`config.mk`:
```
export PLATFORM = sky130hd
export DESIGN_NAME = shift_cmd_seq
export DESIGN_NICKNAME = d
export VERILOG_FILES = /design/src/rtl/shift_cmd_seq.sv
export SDC_FILE = /design/constraint.sdc
export NUM_CORES = 1
export LEC_CHECK = 0
export ABC_AREA = 1
export BUFFER_PORTS_ARGS = -buffer_cell sky130_fd_sc_hd__buf_4
export CAP_MARGIN = 20
export CORE_MARGIN = 4
export CORE_UTILIZATION = 52
export DETAILED_ROUTE_END_ITERATION = 8
export PLACE_DENSITY = 0.76
export SETUP_SLACK_MARGIN = 0.05
export SYNTH_ARGS = -nofsm -noshare
export SYNTH_HDL_FRONTEND = slang
export SYNTH_SLANG_ARGS = --single-unit
```
`constraint.sdc`:
```
create_clock -name clk -period 2 [get_ports clk]
set_input_delay 0.4 -clock clk [delete_from_list [all_inputs] [get_ports clk]]
set_output_delay 0.4 -clock clk [all_outputs]
set_load 0.02 [all_outputs]
```
`src/rtl/shift_cmd_seq.sv`:
```
// Command sequencer feeding the 8-bit shifter: buffers commands in a FIFO and replays each op for rpt+1 cycles.
// Optional SHIFT_CMD_CNT_EN adds cmd_cnt, an 8-bit wrapping count of completed commands.
module shift_cmd_seq #(
  parameter int DEPTH = 4,
  parameter int REP_W = 3
) (
  input  logic                     clk,
  input  logic                     reset_n,
  input  logic                     cmd_valid,
  output logic                     cmd_ready,
  input  logic [2:0]               cmd_op,
  input  logic [1:0]               cmd_shamt,
  input  logic [7:0]               cmd_data,
  input  logic [REP_W-1:0]         cmd_rpt,
  output logic [2:0]               op,
  output logic [1:0]               shamt,
  output logic [7:0]               d_in,
  output logic                     busy,
  output logic                     done,
  output logic [$clog2(DEPTH):0]   fifo_cnt
`ifdef SHIFT_CMD_CNT_EN
  ,
  output logic [7:0]               cmd_cnt
`endif
);

  localparam int AW = $clog2(DEPTH);
  localparam int CW = AW + 1;

  typedef enum logic {IDLE, ISSUE} state_t;

  state_t           state_q, state_d;
  logic [REP_W-1:0] rem_q, rem_d;
  logic [2:0]       op_q, op_d;
  logic [1:0]       shamt_q, shamt_d;
  logic [7:0]       d_in_q, d_in_d;
  logic [AW-1:0]    wr_ptr_q, wr_ptr_d;
  logic [AW-1:0]    rd_ptr_q, rd_ptr_d;
  logic [CW-1:0]    cnt_q, cnt_d;

  logic [2:0]       fifo_op_q    [DEPTH];
  logic [1:0]       fifo_shamt_q [DEPTH];
  logic [7:0]       fifo_data_q  [DEPTH];
  logic [REP_W-1:0] fifo_rpt_q   [DEPTH];

  logic             push;
  logic             pop;
  logic [2:0]       push_op;

  assign cmd_ready = (cnt_q != CW'(DEPTH));
  assign push      = cmd_valid && cmd_ready;
  assign pop       = (cnt_q != '0) && ((state_q == IDLE) || (rem_q == '0));
  assign push_op   = (cmd_op > 3'd4) ? 3'd0 : cmd_op;

  assign op       = op_q;
  assign shamt    = shamt_q;
  assign d_in     = d_in_q;
  assign fifo_cnt = cnt_q;
  assign busy     = (state_q == ISSUE) || (cnt_q != '0);
  assign done     = (state_q == ISSUE) && (rem_q == '0);

  always_comb begin
    state_d  = state_q;
    rem_d    = rem_q;
    op_d     = op_q;
    shamt_d  = shamt_q;
    d_in_d   = d_in_q;
    wr_ptr_d = push ? wr_ptr_q + AW'(1) : wr_ptr_q;
    rd_ptr_d = pop  ? rd_ptr_q + AW'(1) : rd_ptr_q;

    case ({push, pop})
      2'b10:   cnt_d = cnt_q + CW'(1);
      2'b01:   cnt_d = cnt_q - CW'(1);
      default: cnt_d = cnt_q;
    endcase

    // A pop always loads the head, so the next command follows the last issue cycle with no bubble.
    if (pop) begin
      state_d = ISSUE;
      op_d    = fifo_op_q[rd_ptr_q];
      shamt_d = fifo_shamt_q[rd_ptr_q];
      d_in_d  = fifo_data_q[rd_ptr_q];
      rem_d   = fifo_rpt_q[rd_ptr_q];
    end else if (state_q == ISSUE) begin
      if (rem_q != '0) begin
        rem_d = rem_q - REP_W'(1);
      end else begin
        op_d    = 3'd0;
        state_d = IDLE;
      end
    end
  end

  always_ff @(posedge clk or negedge reset_n) begin
    if (!reset_n) begin
      state_q  <= IDLE;
      rem_q    <= '0;
      op_q     <= 3'd0;
      shamt_q  <= 2'd0;
      d_in_q   <= 8'd0;
      wr_ptr_q <= '0;
      rd_ptr_q <= '0;
      cnt_q    <= '0;
    end else begin
      state_q  <= state_d;
      rem_q    <= rem_d;
      op_q     <= op_d;
      shamt_q  <= shamt_d;
      d_in_q   <= d_in_d;
      wr_ptr_q <= wr_ptr_d;
      rd_ptr_q <= rd_ptr_d;
      cnt_q    <= cnt_d;
    end
  end

  // Storage needs no reset: an entry is only read after it has been written.
  always_ff @(posedge clk) begin
    if (push) begin
      fifo_op_q[wr_ptr_q]    <= push_op;
      fifo_shamt_q[wr_ptr_q] <= cmd_shamt;
      fifo_data_q[wr_ptr_q]  <= cmd_data;
      fifo_rpt_q[wr_ptr_q]   <= cmd_rpt;
    end
  end

`ifdef SHIFT_CMD_CNT_EN
  logic [7:0] cmd_cnt_q, cmd_cnt_d;

  assign cmd_cnt = cmd_cnt_q;

  always_comb begin
    cmd_cnt_d = done ? cmd_cnt_q + 8'd1 : cmd_cnt_q;
  end

  always_ff @(posedge clk or negedge reset_n) begin
    if (!reset_n) begin
      cmd_cnt_q <= 8'd0;
    end else begin
      cmd_cnt_q <= cmd_cnt_d;
    end
  end
`endif

endmodule

```
==> metrics.cfg <==
[floorplan]
floorplan.initialDensity = 0.539
die-height_um = 92.2
coreArea_um2 = 6830
core.rowCount = 30
die_footprint_um2 = 8490
die_width_um = 92.2
io-pin-count = 38

[synthesis]
synth.net_count = 332
syn-mean-instance-area_um2 = 12.1
yosys.cell_types.count = 29
netlist_area_um2 = 3680
synth_seq_area_share = 0.685
netlist_instances = 305
yosysWarningCount = 0
synth-seq-cells = 88

[finish]
antenna_cells_inserted = 0
area_growth_syn_to_layout_pct = 17.1
most_common_library_cell_in_the_layout_ignoring_fill_and_taps = sky130_fd_sc_hd__edfxtp_1
most-common-layout-cells = sky130_fd_sc_hd__edfxtp_1, sky130_fd_sc_hd__nand2_1, sky130_fd_sc_hd__buf_4
multiInputGateArea_um2 = 967
regArea_um2 = 2520
nets = 384
post_route_cells_drive_above_1_share = 0.246
fill_cells = 534
post-route-util = 0.631

[pwr]
power_per_cell_area_nw_per_um2 = 1540
worst_ir_drop_vdd_v = 0.000753
cellLeakagePower_uw = 0.00177

[placed_design]
port_buffers = 37
detailed_placement_wirelength_estimate_mm = 4.30
gp_congestion = 0.732

[detailed_routing]
totalWireLength_mm = 6.92
drt_iter0_markers = 88
postRouteAntennaNets = 0
drt-wirelength-per-cell_um = 15.1
route.detailed.vias_per_inst = 5.05
detail_route.drc_violations = 0
drt_pass1_iterations = 5
overall_via_count_from_detail_route = 2312

[global_routing]
first_global_vias = 2392
maximum_number_of_pins_on_one_net_before_global_route_repair = 34
grt_pass1_wl_mm = 11.4
antenna_found_initial = 0
track_usage = 0.174
gr-total-overflow = 0

[sta]
timing.final.hold_violations = 0
worst_slew_pin_slew_ps = 379
final_period_minus_worst_setup_slack_ps = 1890
setup_total_negative_slack_ps = 0
worst_clock_skew_ps = 12.8
max_freq_mhz = 528
post-route-period-util = 0.947
final-setup-viol-count = 0
rsz0062_at_grt = false
timing.final.max_slew_violations = 0
relSlewSlack = 0.746

[worst_setup_path]
timing.critical_path.slowest_stage_cell = sky130_fd_sc_hd__dfrtp_1
worst_setup_path_start_kind = flip-flop
critical_path_required_ps = 2230
cp-end-kind = flip-flop
timing.critical_path.cells = inv_2 -> ha_4 -> nand2_4 -> nand2_8 -> nand2_8 -> inv_8 -> ha_4 -> inv_4 -> fa_2 -> a21oi_2 -> o21ai_2 -> xor2_1
critical-path-max-stage-delay_ps = 410
path_max_fanout = 4
path_type_of_the_worst_setup_path = reg -> reg
cp.arrival_ps = 2130

[hold_path]
hp-class = in -> reg

[clock_network]
tritoncts = built
cts_max_path_buffers = 2
clock_sinks = 88
cts_made_buffers = 9
cts.reportedPaths.clkPinSlew_ps = 90
clk_root_buffer_cell = sky130_fd_sc_hd__clkbuf_8
ctsHtreeMaxLevel = 3
clkLatencyLatePin_ps = 350

[run_status]
status = complete, no violations

[job]
drv.max_cap_violation_count = 0

[registers in the layout, summed over array words and instances, names as in the netlist, 3 cells and up]
register      cells
rem_q             3
d_in              8
op                3
fifo_rpt_q       12
fifo_cnt          3
fifo_op_q        12
fifo_data_q      32
fifo_shamt_q      8
[metal layers]
metal	GRT usage	wire length, um
met5	0	0
met4	0.0879	176
met3	0.0345	244
met2	0.288	3400
met1	0.219	3100
[logic make-up (layout without fill, tap and decap cells)]
group | count (synthesis) | count (layout) | share of synthesized area
xor gates and xnor gates | 5 | 5 | 0.0119
adders and majority gates | 8 | 8 | 0.0292
buffers and inverters | 40 | 97 | 0.0669
AOI/OAI and AO/OA | 50 | 50 | 0.0724
and+or+nand+nor | 114 | 114 | 0.135
DFF | 88 | 88 | 0.685
[layout make-up]
cell class,count,share of cell area
multi-input combinational,177,0.224
clock inverter,5,0.00784
inverter,28,0.0287
clock buffer,11,0.0305
sequential,88,0.585
timing repair buffer,53,0.0958
tap,96,0.0279
[worst max-delay path: cells and delay by family, from the launching register on]
kind,cells,cell delay (ps)
fa+ha+maj,3,610
flops,1,410
compound gates,2,230
simple gates,3,200
buf+inv,3,180
xor+xnor,1,130
[timing repair]
action                                 4_1_cts  5_1_grt
setup endpoints to repair                    1        1
gates resized for setup                      3        5
setup buffers                                0        5
pin swaps                                    0        5
hold buffers                                 1        0
endpoints found under the hold margin       24        0
gates cloned                                 0        0
[power by group]
part           total, uW  internal [uW]  leakage, uW  switching (uW)
combinational       2860           1120     0.000813            1740
sequential          2740           2490     0.000875             250
clock               1050            451    0.0000809             602
total               6650           4060      0.00177            2590
[path summary, 6_finish.rpt]
path,endpoint,slack [ps],start,cells after the start
min in group asynchronous,rem_q[1],490,reset_n,2
max reg2reg,fifo_cnt[2],110,rem_q[0],12
max in group asynchronous,rd_ptr_q[0],1250,reset_n,2
min reg2reg,d_in[6],490,d_in[6],2
max,fifo_cnt[2],110,rem_q[0],12
min,fifo_rpt_q[2][1],250,cmd_rpt[1],1
[through the flow]
| stage | cell area, um2 | setup WS [ps] | power (uW) | instances | hold slack (ps) |
|---|---|---|---|---|---|
| after global routing | 4310 | 28.0 | 7140 | 458 | 228 |
| after CTS | 4250 | 73.9 | 6590 | 453 | 230 |
| after detailed placement | 4070 | 28.3 | 5500 | 436 | 327 |
| after floorplan | 3710 | 8.85 | 4760 | 305 | 104 |
| final | 4310 | 105 | 6650 | 458 | 246 |
| after global placement | 4070 | 126 | 5400 | 436 | 326 |
[synth_stat cells (all sizes together)]
master / instances / area share
nand3: 6 / 0.012
o22ai: 13 / 0.022
buf: 12 / 0.035
xor2: 4 / 0.0095
edfxtp: 64 / 0.52
nor2: 45 / 0.049
or2: 1 / 0.0017
dfrtp: 24 / 0.16
fa: 1 / 0.0054
clkinv: 1 / 0.0014
ha: 7 / 0.024
o21ai: 34 / 0.046
inv: 27 / 0.031
xnor2: 1 / 0.0024
nand2: 61 / 0.071
a21oi: 3 / 0.0041
nor3: 1 / 0.0014
Power figures use the tool's default switching activity.
